===== src/rtl/branch_unit_pkg.sv =====
// Shared encodings for the branch unit: condition codes, FSM states and flag bit positions.
// Imported by the top and by the condition evaluator.
package branch_unit_pkg;

    localparam int COND_W = 3;
    localparam int FLAG_W = 2;

    localparam logic [COND_W-1:0] COND_JMP = 3'b000;
    localparam logic [COND_W-1:0] COND_JZ  = 3'b001;
    localparam logic [COND_W-1:0] COND_JNZ = 3'b010;
    localparam logic [COND_W-1:0] COND_JC  = 3'b011;
    localparam logic [COND_W-1:0] COND_JNC = 3'b100;

    localparam int FLAG_Z = 0;
    localparam int FLAG_C = 1;

    typedef enum logic [1:0] {
        ST_RUN     = 2'd0,
        ST_RESOLVE = 2'd1,
        ST_HALT    = 2'd2
    } state_t;

endpackage


===== src/rtl/branch_cond_eval.sv =====
// Combinational jump-condition decoder: (cond, flags) -> (taken, illegal).
// Zero latency; no flow control.
module branch_cond_eval
    import branch_unit_pkg::*;
(
    input  logic [COND_W-1:0] i_cond,
    input  logic [FLAG_W-1:0] i_flags,
    output logic              o_taken,
    output logic              o_illegal
);

    always_comb begin
        o_taken   = 1'b0;
        o_illegal = 1'b0;
        case (i_cond)
            COND_JMP: o_taken = 1'b1;
            COND_JZ:  o_taken = i_flags[FLAG_Z];
            COND_JNZ: o_taken = ~i_flags[FLAG_Z];
            COND_JC:  o_taken = i_flags[FLAG_C];
            COND_JNC: o_taken = ~i_flags[FLAG_C];
            default:  o_illegal = 1'b1;
        endcase
    end

endmodule


===== src/rtl/branch_unit.sv =====
// Program counter with two-cycle conditional jump resolution against captured ALU flags.
// Jump result visible two edges after the request; busy stalls the sequencer in RESOLVE/HALT.
module branch_unit
    import branch_unit_pkg::*;
#(
    parameter int                ADDR_W   = 12,
    parameter logic [ADDR_W-1:0] RESET_PC = '0
) (
    input  logic              i_clk,
    input  logic              i_rst,
    input  logic              i_pc_en,
    input  logic              i_jump_req,
    input  logic [COND_W-1:0] i_jump_cond,
    input  logic [ADDR_W-1:0] i_jump_target,
    input  logic [FLAG_W-1:0] i_flags,
    input  logic              i_flag_write,
    input  logic [FLAG_W-1:0] i_flag_in,
    input  logic              i_halt,
    output logic [ADDR_W-1:0] o_pc_out,
    output logic              o_jump_taken,
    output logic              o_cond_err,
    output logic              o_busy
);

    state_t              r_state;
    logic [ADDR_W-1:0]   r_pc;
    logic [COND_W-1:0]   r_cond;
    logic [ADDR_W-1:0]   r_target;
    logic [FLAG_W-1:0]   r_flags;
    logic                r_jump_taken;
    logic                r_cond_err;

    state_t              w_state_nxt;
    logic [ADDR_W-1:0]   w_pc_nxt;
    logic                w_capture;
    logic                w_taken_nxt;
    logic                w_err_nxt;
    logic [FLAG_W-1:0]   w_eff_flags;
    logic                w_taken;
    logic                w_illegal;

    // A flag write in the request cycle must be seen by the jump it accompanies.
    assign w_eff_flags = i_flag_write ? i_flag_in : i_flags;

    branch_cond_eval u_cond_eval (
        .i_cond    (r_cond),
        .i_flags   (r_flags),
        .o_taken   (w_taken),
        .o_illegal (w_illegal)
    );

    always_comb begin
        w_state_nxt = r_state;
        w_pc_nxt    = r_pc;
        w_capture   = 1'b0;
        w_taken_nxt = 1'b0;
        w_err_nxt   = 1'b0;
        case (r_state)
            ST_RUN: begin
                if (i_halt) begin
                    w_state_nxt = ST_HALT;
                end else if (i_jump_req) begin
                    w_capture   = 1'b1;
                    w_state_nxt = ST_RESOLVE;
                end else if (i_pc_en) begin
                    w_pc_nxt = r_pc + ADDR_W'(1);
                end
            end
            ST_RESOLVE: begin
                // Not-taken leaves PC alone: the sequencer already stepped past the jump word.
                if (w_taken) begin
                    w_pc_nxt    = r_target;
                    w_taken_nxt = 1'b1;
                end
                w_err_nxt   = w_illegal;
                w_state_nxt = i_halt ? ST_HALT : ST_RUN;
            end
            ST_HALT: begin
                w_state_nxt = ST_HALT;
            end
            default: begin
                w_state_nxt = ST_RUN;
            end
        endcase
    end

    always_ff @(posedge i_clk) begin
        if (i_rst) begin
            r_state      <= ST_RUN;
            r_pc         <= RESET_PC;
            r_cond       <= '0;
            r_target     <= '0;
            r_flags      <= '0;
            r_jump_taken <= 1'b0;
            r_cond_err   <= 1'b0;
        end else begin
            r_state      <= w_state_nxt;
            r_pc         <= w_pc_nxt;
            r_jump_taken <= w_taken_nxt;
            r_cond_err   <= w_err_nxt;
            if (w_capture) begin
                r_cond   <= i_jump_cond;
                r_target <= i_jump_target;
                r_flags  <= w_eff_flags;
            end
        end
    end

    assign o_pc_out     = r_pc;
    assign o_jump_taken = r_jump_taken;
    assign o_cond_err   = r_cond_err;
    assign o_busy       = (r_state != ST_RUN);

endmodule


===== config.mk =====
export PLATFORM = sky130hd
export DESIGN_NAME = branch_unit
export DESIGN_NICKNAME = d
export VERILOG_FILES = /design/src/rtl/branch_unit_pkg.sv /design/src/rtl/branch_cond_eval.sv /design/src/rtl/branch_unit.sv
export SDC_FILE = /design/constraint.sdc
export NUM_CORES = 1
export LEC_CHECK = 0
export ABC_AREA = 1
export CAP_MARGIN = 20
export CORE_ASPECT_RATIO = 1.5
export CORE_UTILIZATION = 48
export DETAILED_ROUTE_END_ITERATION = 8
export MAX_ROUTING_LAYER = met4
export PLACE_DENSITY = 0.83
export SYNTH_ARGS = -nofsm -noshare
export SYNTH_HDL_FRONTEND = slang
export SYNTH_SLANG_ARGS = --single-unit
export TNS_END_PERCENT = 5

===== constraint.sdc =====
create_clock -name i_clk -period 1.7 [get_ports i_clk]
set_clock_uncertainty 0.05 [all_clocks]
set_input_delay 0.34 -clock i_clk [delete_from_list [all_inputs] [get_ports i_clk]]
set_output_delay 0.34 -clock i_clk [all_outputs]
set_load 0.02 [all_outputs]

### After elaboration in Yosys (flattened, before gate mapping)

Index checks and enable logic that the tools add are counted.

| storage, ports and cells | value |
|---|---|
| bits in registers | 33 |
| output and inout bits | 15 |
| logic and storage cells | 45 |

| operators by class | value |
|---|---|
| $add $sub $neg | 1 |
| equality and inequality tests | 11 |
| muxes and demuxes | 16 |
| bitwise operators | 3 |
| reductions and logical operators | 7 |

Operator list:

| kind | number |
|---|---|
| $mux 12 | 4 |
| $pmux 12 s2 | 1 |
| $add 12x1->12 const B | 1 |
| $mux 2 | 4 |
| $eq 3x2->1 const B | 2 |
| $ne 2x2->1 const B | 3 |
| $pmux 2 s3 | 1 |
| $mux 1 | 5 |
| $pmux 1 s5 | 1 |
| $reduce_and 5->1 | 1 |
| $reduce_or 5->1 | 1 |
| $reduce_bool 2->1 | 2 |
| $eq 3x1->1 const B | 1 |
| $eq 3x3->1 const B | 1 |
| $logic_not 3->1 | 1 |
| $ne 3x3->1 const B | 1 |
| $not 1->1 | 3 |
| $eq 2x1->1 const B | 1 |
| $eq 2x2->1 const B | 1 |
| $logic_not 2->1 | 1 |
| $ne 2x1->1 const B | 1 |
| $reduce_or 2->1 | 1 |

### Longest topological paths before layout

| depth | value |
|---|---|
| depth in word-level cells | 5 |
| gate-level depth with buffers | 10 |

### Cells and area by module

From an unflattened synthesis, not the netlist that was laid out.

| second synthesis, totals | value |
|---|---|
| cells, all modules | 243 |
| area total of the unflattened synthesis | 1,606.5 µm² |

By module, submodules not included:

| module | times used | cells an instance | area each (µm²) |
|---|---|---|---|
| branch_unit | 1 | 228 | 1,545.2 |
| branch_cond_eval | 1 | 15 | 61.3 |

### Worst setup path after synthesis

No wires, ideal clock.

| timing | value |
|---|---|
| kind | reg2reg |
| start point | register r_pc[0] (netlist: o_pc_out[0]) |
| end point | register r_pc[8] (netlist: o_pc_out[8]) |
| library setup time | 0.119 ns |
| data arrival time | 1.263 ns |
| slack | 0.267 ns |
| stages on the path, launching flop included | 9 |
| cell sequence | dfxtp_1 -> ha_1 -> nand2_1 -> nor2_4 -> nand3_1 -> nand3_1 -> nand2_1 -> nand2_1 -> a21oi_1 |

| on the way | value |
|---|---|
| longest elaborated chain between the ends | 5 |

RTL lines:

| item | RTL line | source |
|---|---|---|
| from (decl) | branch_unit.sv:26 | `logic [ADDR_W-1:0] r_pc;` |
| from (signal assigned) | branch_unit.sv:98 | `r_pc <= w_pc_nxt;` |
| $add 12x1->12 | branch_unit.sv:66 | `w_pc_nxt = r_pc + ADDR_W'(1);` |
| $mux 12 | branch_unit.sv:65 | `end else if (i_pc_en) begin` |
| $mux 12 | branch_unit.sv:62 | `end else if (i_jump_req) begin` |
| $mux 12 | branch_unit.sv:60 | `if (i_halt) begin` |
| $pmux 12 s2 | branch_unit.sv:58 | `case (r_state)` |

No other way between the ends. The select of a mux whose other input is x is not followed.
A chain may end at the register's enable or synchronous reset.

### Worst setup path after layout

| timing | value |
|---|---|
| start point | register r_pc[11] (netlist: o_pc_out[11]) |
| end point | output port o_pc_out[11] |

RTL lines:

| item | RTL line | source |
|---|---|---|
| to (decl) | branch_unit.sv:19 | `output logic [ADDR_W-1:0] o_pc_out,` |

No word-level cell between the ends.

==> results.sh <==
export IMPL_die_w_um=49.51
export IMPL_postRouteAntennaNets=0
export IMPL_max_stage_delay_ns=0.62
export IMPL_drv_slew=0
export IMPL_core_um2=3191
export IMPL_yosys_warnings=0
export IMPL_cellLeakagePower_nw=0.9302
export IMPL_finalSetupTns_ns=0
export IMPL_final_common_cell="nand2_1"
export IMPL_tightest_slew_ns=0.5871
export IMPL_final_cell_mix="nand2_1 (57), nor2_1 (46), clkdlybuf4s50_1 (34)"
export IMPL_worst_slack_ns=0.04568
export IMPL_cts_sinks=33
export IMPL_grt_start_max_net_pins=25
export IMPL_grt_use_total=0.2498
export IMPL_fin_cells=332
export IMPL_die_area_um2=3627
export IMPL_ys_ff_latch=33
export IMPL_drc=0
export IMPL_tritoncts="yes"
export IMPL_synth_area_um2=1625
export IMPL_critical_path_max_fanout=4
export IMPL_seq_area_frac_synth=0.4065
export IMPL_root_buffer="clkbuf_8"
export IMPL_antenna_found_initial=0
export IMPL_grt_pass1_wl_mm=6.665
export IMPL_hold_start="r_target[6]$_SDFFE_PP0P_"
export IMPL_maxClockFrequency_mhz=604.5
export IMPL_power_density_nw_per_um2=772.9
export IMPL_startpoint_type="register"
export IMPL_synth_area_leader_cell="dfxtp_1"
export IMPL_portBuffers=39
export IMPL_drive_above_1_share=0.09589
export IMPL_clk_latency_ns=0.28
export IMPL_relSlewSlack=0.6082
export IMPL_hold_viol_final=0
export IMPL_yosysUniqueCellTypes=27
export IMPL_cts_inserted_buffers=5
export IMPL_ios=40
export IMPL_initial_core_util=0.5094
export IMPL_grt_overflow=0
export IMPL_drv_cap=0
export IMPL_cp_slowest_cell="clkdlybuf4s50_1"
export IMPL_yosysTopAreaCellShare=0.4065
export IMPL_vias=1677
export IMPL_critPathBufInv=1
export IMPL_cp_startpoint="o_pc_out[11]$_SDFFE_PP0P_"
export IMPL_num_antenna_cells=0
export IMPL_htreeDepth=2
export IMPL_total_power_mw=1.687
export IMPL_end_kind="output pin"
export IMPL_finish_utilization=0.6839
export IMPL_crit_arrival_ns=1.26
export IMPL_grt_pass1_vias=1568
export IMPL_area_delta_synth_final_pct=34.26
export IMPL_final_setup_viol_count=0
export IMPL_min_period_ns=1.654
export IMPL_first_iter_violations=39
export IMPL_timing_rr_start="o_pc_out[0]$_SDFFE_PP0P_"
export IMPL_layout_nets=318
export IMPL_synthCells=244
export IMPL_status="completed"
export IMPL_pre_cts_slack_ns=0.02664
export IMPL_cts_setup_buffers=0
export IMPL_place_inst=325
export IMPL_hold_path_class="reg -> reg"
export IMPL_syn_num_nets=270
export IMPL_routedWlPerCell_um=11.55
export IMPL_dieHeight_um=73.27
export IMPL_finalCritPeriodShare=0.9731
export IMPL_place_congestion=0.8369
export IMPL_ir_drop_mv=0.7546
export IMPL_cts_clk_slew_worst_paths_ns=0.06
export IMPL_cts_buffer_depth=2
export IMPL_rsz0062_at_grt="false"
export IMPL_synth_area_top_cells="dfxtp_1 (41%), nand2_1 (13%), nor2_1 (11%)"
export IMPL_firstDrtPassIters=4
export IMPL_worstSetupPathType="reg -> out"
export IMPL_postSynthAreaPerCell_um2=6.661
export IMPL_dp_hpwl_mm=2.778
export IMPL_crit_family="buffers and inverters"
export IMPL_viasPerCell=5.051
export IMPL_cp_required_ns=1.31
export IMPL_rows=25
export IMPL_drt_wl_total_mm=3.835
export IMPL_path_cells="clkdlybuf4s50_1"
-- final timing paths --
kind              slack [ns]                       end  cells after the start
setup / recovery        0.05              o_pc_out[11]                      1
hold / removal          0.42  r_target[6]$_SDFFE_PP0P_                      2
setup reg to reg        0.21  o_pc_out[6]$_SDFFE_PP0P_                      6
hold reg to reg         0.42  r_target[6]$_SDFFE_PP0P_                      2
-- synth_stat cells --
master,count
a211oi_1,1
a21oi_1,16
a22oi_1,1
a31oi_1,1
buf_1,1
buf_2,4
buf_6,2
clkbuf_1,3
clkinv_2,1
dfxtp_1,33
ha_1,1
inv_1,24
inv_2,1
nand2_1,57
nand2_2,1
nand3_1,13
nand3_2,2
nand3b_1,1
nand4_1,1
nor2_1,46
nor2_2,1
nor2_4,2
nor4_1,1
o21ai_0,26
o21bai_2,2
o22ai_1,1
xor2_1,1
-- state kept, by name (all words and copies together), names as in the netlist --
register      cells
r_cond            3
r_state           2
o_pc_out         12
r_flags           2
o_jump_taken      1
o_cond_err        1
r_target         12
-- per-layer routing --
layer  track usage  vias to the layer above  share of wire  wire length (um)
met4        0.1079                        0          0.023                89
met1        0.2555                      755           0.41              1560
met2        0.4551                       42           0.54              2064
met5             -                        -              0                 0
li1              -                      870              -                 -
met3       0.05383                       10          0.032               121
-- final cells by class --
cell class	count	area (um2)
inverter	26	98.84
timing repair buffer	51	478.0
tap	40	50.05
clock buffer	7	86.33
fill	296	1008
multi-input combinational	175	808.3
sequential	33	660.6
-- per-stage QoR --
step | hold slack (ns) | cell area [um2]
floorplan | 0.3792 | 1625
global placement | 0.3975 | 2098
finish | 0.4224 | 2182
detailed placement | 0.4092 | 2098
CTS | 0.4177 | 2180
global route | 0.4661 | 2182
-- where the power goes --
group	leakage (nW)	internal, mW	switching (mW)	total [mW]
combinational	0.616	0.129	0.140	0.269
clock	0.0443	0.321	0.258	0.578
sequential	0.269	0.813	0.0261	0.839
-- kinds of logic after synthesis --
| logic type | count (synthesis) | synth area share |
|---|---|---|
| compound gates | 48 | 0.1601 |
| buf+inv | 36 | 0.09622 |
| fa+ha+maj | 1 | 0.007697 |
| flops | 33 | 0.4065 |
| xor+xnor | 1 | 0.005390 |
| simple gates | 125 | 0.3241 |
-- timing repair --
item / in CTS / in global routing
gates resized for setup: 4 / 1
gates cloned: 0 / 0
endpoints found under the setup margin: 4 / 1
hold buffers: 0 / 0
Note: power is estimated with default switching activity, not from simulation.
